==> config.mk <==
export PLATFORM = sky130hd
export DESIGN_NAME = imem_dmem_arbiter
export DESIGN_NICKNAME = d
export VERILOG_FILES = /design/src/rtl/imem_dmem_arbiter_pkg.sv /design/src/rtl/imem_dmem_arbiter_pick.sv /design/src/rtl/imem_dmem_arbiter.sv
export SDC_FILE = /design/constraint.sdc
export NUM_CORES = 1
export LEC_CHECK = 0
export CAP_MARGIN = 20
export CORE_MARGIN = 1.5
export CORE_UTILIZATION = 30
export CTS_CLUSTER_DIAMETER = 50
export DETAILED_ROUTE_END_ITERATION = 6
export PLACE_DENSITY_LB_ADDON = 0.3
export RECOVER_POWER = 50
export SKIP_CTS_REPAIR_TIMING = 1
export SLEW_MARGIN = 40
export SYNTH_ARGS = -nofsm -noshare
export SYNTH_HDL_FRONTEND = slang
export SYNTH_SLANG_ARGS = --single-unit
==> constraint.sdc <==
create_clock -name CLK -period 1.9 [get_ports CLK]
set_input_delay 0.19 -clock CLK [delete_from_list [all_inputs] [get_ports CLK]]
set_output_delay 0.19 -clock CLK [all_outputs]
set_load 0.03 [all_outputs]
==> src/rtl/imem_dmem_arbiter_pkg.sv <==
// Shared types and constants for the instruction/data memory arbiter.
// Used by arb_pick and imem_dmem_arbiter.
package arb_pkg;

  // Width of the latency and starvation counters; both count at most 15.
  localparam int LAT_CNT_W = 4;

  typedef enum logic [1:0] {
    S_IDLE  = 2'd0,
    S_ISSUE = 2'd1,
    S_WAIT  = 2'd2,
    S_RESP  = 2'd3
  } arb_state_t;

  typedef enum logic {
    OWN_IF = 1'b0,
    OWN_LS = 1'b1
  } arb_owner_t;

  // Increment that sticks at lim instead of wrapping.
  function automatic logic [LAT_CNT_W-1:0] sat_inc(
    input logic [LAT_CNT_W-1:0] val,
    input logic [LAT_CNT_W-1:0] lim
  );
    return (val >= lim) ? lim : val + LAT_CNT_W'(1);
  endfunction

endpackage

==> src/rtl/imem_dmem_arbiter_pick.sv <==
// Combinational winner selection for the memory arbiter.
// Build option: IMEM_DMEM_ARB_RR_EN selects strict round-robin; when it is
// undefined, LS has priority and IF is forced through after STARVE_MAX losses.
module arb_pick
  import arb_pkg::*;
#(
  parameter int STARVE_MAX = 4
) (
  input  logic                 if_req,
  input  logic                 ls_req,
  input  logic [LAT_CNT_W-1:0] starve_cnt,
  input  arb_owner_t           last_win,
  output logic                 any_req,
  output arb_owner_t           winner,
  output logic [LAT_CNT_W-1:0] starve_nxt
);

`ifdef IMEM_DMEM_ARB_RR_EN
  // The starvation count has no meaning under round-robin.
  logic unused_starve;
  assign unused_starve = ^starve_cnt;

  // On a tie, the requester that did not win last time goes next.
  always_comb begin
    any_req    = if_req | ls_req;
    winner     = OWN_LS;
    starve_nxt = '0;
    if (if_req && ls_req) begin
      winner = (last_win == OWN_LS) ? OWN_IF : OWN_LS;
    end else if (if_req) begin
      winner = OWN_IF;
    end
  end
`else
  // Winner history only matters under round-robin.
  logic unused_last_win;
  assign unused_last_win = (last_win == OWN_LS);

  // LS wins ties unless IF has already lost STARVE_MAX times in a row.
  always_comb begin
    // NOTE: every output gets a default before any branch, so no path can
    // leave a value unassigned and infer a latch.
    any_req    = if_req | ls_req;
    winner     = OWN_LS;
    starve_nxt = '0;
    if (if_req && (!ls_req || starve_cnt == LAT_CNT_W'(STARVE_MAX))) begin
      winner = OWN_IF;
    end
    if (if_req && winner == OWN_LS) begin
      starve_nxt = sat_inc(starve_cnt, LAT_CNT_W'(STARVE_MAX));
    end
  end
`endif

endmodule

==> src/rtl/imem_dmem_arbiter.sv <==
// Shares one single-port memory between instruction fetch (IF) and
// load/store (LS). Each access runs issue -> fixed-latency wait -> response;
// arbitration happens in idle and in the response cycle, so back-to-back
// transactions take MEM_LAT+2 cycles. All outputs are registered.
// Build option: IMEM_DMEM_ARB_RR_EN (round-robin arbitration, see arb_pick).
module imem_dmem_arbiter
  import arb_pkg::*;
#(
  parameter int ADDR_W     = 32,
  parameter int DATA_W     = 32,
  parameter int MEM_LAT    = 2,
  parameter int STARVE_MAX = 4
) (
  input  logic                CLK,
  input  logic                RSTN,
  input  logic                IF_REQ,
  input  logic [ADDR_W-1:0]   IF_ADDR,
  output logic                IF_GNT,
  output logic                IF_RVALID,
  output logic [DATA_W-1:0]   IF_RDATA,
  input  logic                LS_REQ,
  input  logic                LS_WE,
  input  logic [ADDR_W-1:0]   LS_ADDR,
  input  logic [DATA_W-1:0]   LS_WDATA,
  input  logic [DATA_W/8-1:0] LS_BE,
  output logic                LS_GNT,
  output logic                LS_RVALID,
  output logic [DATA_W-1:0]   LS_RDATA,
  output logic                MEM_EN,
  output logic                MEM_WE,
  output logic [ADDR_W-1:0]   MEM_ADDR,
  output logic [DATA_W-1:0]   MEM_WDATA,
  output logic [DATA_W/8-1:0] MEM_BE,
  input  logic [DATA_W-1:0]   MEM_RDATA,
  output logic                BUSY
);

  localparam int BE_W = DATA_W / 8;

  // Control state
  arb_state_t           state_q, state_d;
  arb_owner_t           owner_q, owner_d;
  arb_owner_t           last_win_q, last_win_d;
  logic                 txn_we_q, txn_we_d;
  logic [LAT_CNT_W-1:0] lat_cnt_q, lat_cnt_d;
  logic [LAT_CNT_W-1:0] starve_cnt_q, starve_cnt_d;

  // Output registers
  logic              if_gnt_q, if_gnt_d;
  logic              if_rvalid_q, if_rvalid_d;
  logic [DATA_W-1:0] if_rdata_q, if_rdata_d;
  logic              ls_gnt_q, ls_gnt_d;
  logic              ls_rvalid_q, ls_rvalid_d;
  logic [DATA_W-1:0] ls_rdata_q, ls_rdata_d;
  logic              mem_en_q, mem_en_d;
  logic              mem_we_q, mem_we_d;
  logic [ADDR_W-1:0] mem_addr_q, mem_addr_d;
  logic [DATA_W-1:0] mem_wdata_q, mem_wdata_d;
  logic [BE_W-1:0]   mem_be_q, mem_be_d;
  logic              busy_q, busy_d;

  // Arbitration decision for the current cycle
  logic                 pick_any;
  arb_owner_t           pick_winner;
  logic [LAT_CNT_W-1:0] pick_starve_nxt;

  arb_pick #(
    .STARVE_MAX (STARVE_MAX)
  ) u_pick (
    .if_req     (IF_REQ),
    .ls_req     (LS_REQ),
    .starve_cnt (starve_cnt_q),
    .last_win   (last_win_q),
    .any_req    (pick_any),
    .winner     (pick_winner),
    .starve_nxt (pick_starve_nxt)
  );

  // Next-state and next-output logic for the issue/wait/response sequence.
  always_comb begin
    state_d      = state_q;
    owner_d      = owner_q;
    last_win_d   = last_win_q;
    txn_we_d     = txn_we_q;
    lat_cnt_d    = lat_cnt_q;
    starve_cnt_d = starve_cnt_q;
    mem_addr_d   = mem_addr_q;
    mem_wdata_d  = mem_wdata_q;
    mem_be_d     = mem_be_q;
    if_rdata_d   = if_rdata_q;
    ls_rdata_d   = ls_rdata_q;
    // Strobes are single-cycle pulses: low unless a state raises them.
    if_gnt_d     = 1'b0;
    ls_gnt_d     = 1'b0;
    if_rvalid_d  = 1'b0;
    ls_rvalid_d  = 1'b0;
    mem_en_d     = 1'b0;
    mem_we_d     = 1'b0;

    case (state_q)
      S_IDLE, S_RESP: begin
        starve_cnt_d = pick_starve_nxt;
        if (pick_any) begin
          state_d    = S_ISSUE;
          owner_d    = pick_winner;
          last_win_d = pick_winner;
          mem_en_d   = 1'b1;
          if (pick_winner == OWN_IF) begin
            if_gnt_d    = 1'b1;
            mem_addr_d  = IF_ADDR;
            mem_wdata_d = '0;
            mem_be_d    = '1;
            txn_we_d    = 1'b0;
          end else begin
            ls_gnt_d    = 1'b1;
            mem_addr_d  = LS_ADDR;
            mem_wdata_d = LS_WDATA;
            mem_be_d    = LS_WE ? LS_BE : '1;
            txn_we_d    = LS_WE;
          end
          mem_we_d = txn_we_d;
        end else begin
          state_d = S_IDLE;
        end
      end

      S_ISSUE: begin
        lat_cnt_d = LAT_CNT_W'(MEM_LAT);
        state_d   = S_WAIT;
      end

      S_WAIT: begin
        lat_cnt_d = lat_cnt_q - LAT_CNT_W'(1);
        // Read data is valid in the last wait cycle; stores return zero.
        if (lat_cnt_q == LAT_CNT_W'(1)) begin
          state_d = S_RESP;
          if (owner_q == OWN_IF) begin
            if_rdata_d  = MEM_RDATA;
            if_rvalid_d = 1'b1;
          end else begin
            ls_rdata_d  = txn_we_q ? '0 : MEM_RDATA;
            ls_rvalid_d = 1'b1;
          end
        end
      end

      default: state_d = S_IDLE;
    endcase

    busy_d = (state_d != S_IDLE);
  end

  // State and output registers; reset drops any transaction in flight.
  always_ff @(posedge CLK) begin
    // NOTE: registers use non-blocking assignment so every flop samples the
    // values from before this edge, independent of statement order.
    if (RSTN) begin
      state_q      <= S_IDLE;
      owner_q      <= OWN_IF;
      last_win_q   <= OWN_LS;
      txn_we_q     <= 1'b0;
      lat_cnt_q    <= '0;
      starve_cnt_q <= '0;
      if_gnt_q     <= 1'b0;
      if_rvalid_q  <= 1'b0;
      if_rdata_q   <= '0;
      ls_gnt_q     <= 1'b0;
      ls_rvalid_q  <= 1'b0;
      ls_rdata_q   <= '0;
      mem_en_q     <= 1'b0;
      mem_we_q     <= 1'b0;
      mem_addr_q   <= '0;
      mem_wdata_q  <= '0;
      mem_be_q     <= '0;
      busy_q       <= 1'b0;
    end else begin
      state_q      <= state_d;
      owner_q      <= owner_d;
      last_win_q   <= last_win_d;
      txn_we_q     <= txn_we_d;
      lat_cnt_q    <= lat_cnt_d;
      starve_cnt_q <= starve_cnt_d;
      if_gnt_q     <= if_gnt_d;
      if_rvalid_q  <= if_rvalid_d;
      if_rdata_q   <= if_rdata_d;
      ls_gnt_q     <= ls_gnt_d;
      ls_rvalid_q  <= ls_rvalid_d;
      ls_rdata_q   <= ls_rdata_d;
      mem_en_q     <= mem_en_d;
      mem_we_q     <= mem_we_d;
      mem_addr_q   <= mem_addr_d;
      mem_wdata_q  <= mem_wdata_d;
      mem_be_q     <= mem_be_d;
      busy_q       <= busy_d;
    end
  end

  assign IF_GNT    = if_gnt_q;
  assign IF_RVALID = if_rvalid_q;
  assign IF_RDATA  = if_rdata_q;
  assign LS_GNT    = ls_gnt_q;
  assign LS_RVALID = ls_rvalid_q;
  assign LS_RDATA  = ls_rdata_q;
  assign MEM_EN    = mem_en_q;
  assign MEM_WE    = mem_we_q;
  assign MEM_ADDR  = mem_addr_q;
  assign MEM_WDATA = mem_wdata_q;
  assign MEM_BE    = mem_be_q;
  assign BUSY      = busy_q;

endmodule

==> key figures <==
Timing
  • Measured slew at the worst slew-check pin: 0.690 ns
  • Fin. max-slew vios: 0
  • Min Tclk post-route: 1.70 ns
  • Slew HR: 0.540
  • Worst Skew: 0.00747 ns
  • Final cycle utilization of the critical path: 0.895
  • Hold WS: 0.194 ns
  • F_max: 0.588 GHz
  • RSZ-0062 raised after global routing: no
  • Setup TNS: 0 ns
  • Final Setup Violations: 0
  • Fin. Hold Viols: 0

Critical path
  • Total buffers and inverters traversed by the critical path: 2
  • Crit path DAT: 1.97 ns
  • Reg2Reg Depth: 6
  • Reg2reg end: MEM_ADDR[20]$_SDFFE_PP0P_
  • CP max FO: 34
  • Crit path required time: 2.17 ns
  • R2R setup slack: 0.20 ns
  • Nature of the critical path endpoint: flip-flop
  • Biggest cell delay along the critical path: 0.45 ns
  • Setup Crit Path Kind: reg -> reg
  • Worst Setup EP: MEM_ADDR[20]$_SDFFE_PP0P_
  • CP top delay family: buffers and inverters
  • Critical path launch point type: flip-flop
  • Worst Setup SP: starve_cnt_q[1]$_SDFFE_PP0N_
  • Worst path slowest cell: buf_4
  • Reg2Reg Launch Point: starve_cnt_q[1]$_SDFFE_PP0N_
  • WP depth: 6
  • Worst path cell trace: inv_1, ha_1, nand4b_1, and2_2, buf_4, a211oi_1

Place
  • GP Congestion: 0.780
  • Dpl hpwl: 12900 um
  • Port bufs: 275

Logic synthesis
  • Average cell area after synthesis: 8.84 um^2
  • Cell count after synthesis: 726
  • Syn nets: 868
  • Primary FF master, synth: dfxtp_1
  • Register area share after synthesis: 0.471
  • Mux contribution to synthesized area: 0.00175
  • Adder-cell share of the synthesized area: 0.00974
  • Yosys Warn Count: 0
  • Compound-gate portion of the synthesized area: 0.283
  • Number of synthesized flops with an enable pin: 0
  • Post-synth ARST share: 0
  • Simple-gate share of the synthesized area: 0.171
  • Post-Synth XOR/XNOR Area: 0
  • Cell Area, Synth: 6420 um^2
  • Largest family of logic cells by synthesized area: compound AO/OA/AOI/OAI gates
  • Synthesized flop and latch total: 151
  • Number of distinct library cells after synthesis: 37

Detailed routing
  • Wire length per cell: 16.3 um
  • Remaining DRCs: 0
  • Vias per inst: 5.13
  • Via count: 6362
  • First-pass detailed-route iteration total: 5
  • Antenna-violating nets left: 0
  • Final WL: 20300 um
  • Starting DRT DRC Count: 307

Finish
  • Synthesis-to-finish area growth: 55.0%
  • # nets final: 1095
  • Fillcell total: 1996
  • Commonest non-fill, non-tap cell in the layout: clkdlybuf4s50_1
  • Share of layout cells above drive strength 1: 0.0890
  • Most frequent cells in the layout: 197 x clkdlybuf4s50_1, 150 x dfxtp_1, 105 x a21oi_1, 77 x dlygate4sd3_1, 67 x o21ai_0
  • Inserted Diodes: 0

Die
  • Die ar.: 22300 um^2
  • Chip width: 149 um
  • Die Height: 149 um
  • Core Area: 21000 um^2
  • IO Count: 276
  • Row count: 53
  • Initial Util: 0.305

Global route
  • Pin count of the biggest net entering global routing: 67
  • Vias in the first global route: 6169
  • Gr usage total: 0.180
  • Total gr overflow: 0
  • Initial antenna violation count: 0
  • First-pass GRT wire length: 32100 um

Power
  • Cell leakage power: 3.57 nW
  • Pwr Total: 10.4 mW
  • Pwr/cell area: 1050 nW/um^2
  • Worst vdd ir: 554 uV

Flow run
  • Number of max-cap violations: 0

Clock tree
  • CTS tree: done
  • Worst-skew pair later-pin latency: 0.42 ns
  • Root Buffer: clkbuf_16
  • Clk sinks: 151
  • CTS Buffer Depth: 2
  • Reg clk slew, reported paths: 0.06 ns
  • H-tree Lvls: 4
  • CTS buffer count: 17

Hold path
  • Hold crit path type: in -> reg

Outcome
  • Status: finished, final reports clean
==> cells in the mapped netlist, types with 5 or more instances <==
cell type	instances	area, um^2
a21oi_1	105	526
buf_1	5	18.8
a211oi_2	28	350
buf_2	24	120
nor2_1	45	169
ha_1	5	62.6
a211oi_1	40	300
nand2_1	35	131
o21ai_0	67	335
nand4_1	33	206
nand3_1	32	160
o21bai_1	32	240
clkbuf_1	52	195
inv_1	6	22.5
nand4b_1	34	298
dfxtp_1	151	3020
==> cell families after synthesis <==
kind of cell,Yosys count
fa+ha+maj,5
flops,151
buf+inv,93
compound gates,279
simple gates,197
mux,1
==> sequential cells by signal, summed over array words and instances (netlist names), 2 cells and up <==
name / flops
state_q: 2
starve_cnt_q: 4
MEM_ADDR: 32
MEM_BE: 4
LS_RDATA: 32
lat_cnt_q: 4
IF_RDATA: 32
MEM_WDATA: 32
==> how the worst min path moves through the flow <==
stage / startpoint / endpoint / cells after the start
floorplan: MEM_RDATA[31] / IF_RDATA[31]$_SDFFE_PP0P_ / 2
global placement: MEM_WDATA[29]$_SDFFE_PP0P_ / MEM_WDATA[29]$_SDFFE_PP0P_ / 2
detailed placement: MEM_WDATA[30]$_SDFFE_PP0P_ / MEM_WDATA[30]$_SDFFE_PP0P_ / 2
CTS: RSTN / lat_cnt_q[1]$_SDFFE_PP0N_ / 2
global route: RSTN / owner_q$_SDFFE_PP0P_ / 2
finish: RSTN / owner_q$_SDFFE_PP0P_ / 2
==> metrics by stage <==
stage | setup slack [ns] | cell area (um^2) | cells | utilization
final | 0.199 | 9950 | 1241 | 0.474
after CTS | 0.195 | 9990 | 1241 | 0.475
after floorplan | 0.373 | 6420 | 726 | -
after global routing | 0.0855 | 9950 | 1241 | 0.474
after global placement | 0.185 | 9450 | 1209 | 0.449
after detailed placement | 0.157 | 9450 | 1209 | 0.449
==> layout make-up <==
type / instances / area, um^2 / area share
Clock buffer: 18 / 429 / 0.0431
Clock inverter: 14 / 115 / 0.0116
Inverter: 7 / 26.3 / 0.00264
Multi-Input combinational cell: 482 / 2990 / 0.300
Sequential cell: 151 / 3020 / 0.304
Tap cell: 275 / 344 / 0.0346
Timing Repair Buffer: 294 / 3030 / 0.304
==> power breakdown <==
part / internal (mW) / total [mW] / leakage [nW] / switching (mW)
Clock: 1.70 / 3.15 / 0.247 / 1.45
Combinational: 1.39 / 3.55 / 2.09 / 2.15
Sequential: 3.55 / 3.75 / 1.23 / 0.205
==> routing by layer <==
metal / share of wire / up-vias / global-route usage
met5: 0 / - / 0
met4: 0.020 / 0 / 0.0688
met3: 0.065 / 27 / 0.0474
met2: 0.46 / 219 / 0.281
met1: 0.45 / 2995 / 0.237
li1: - / 3121 / -
==> worst register-to-register path: stages (launching register included) <==
cell and delay [ns]:
dfxtp_1 0.36, inv_1 0.05, ha_1 0.19, nand4b_1 0.17
and2_2 0.17, buf_4 0.45, a211oi_1 0.17
(Power assumes the default switching activity.)
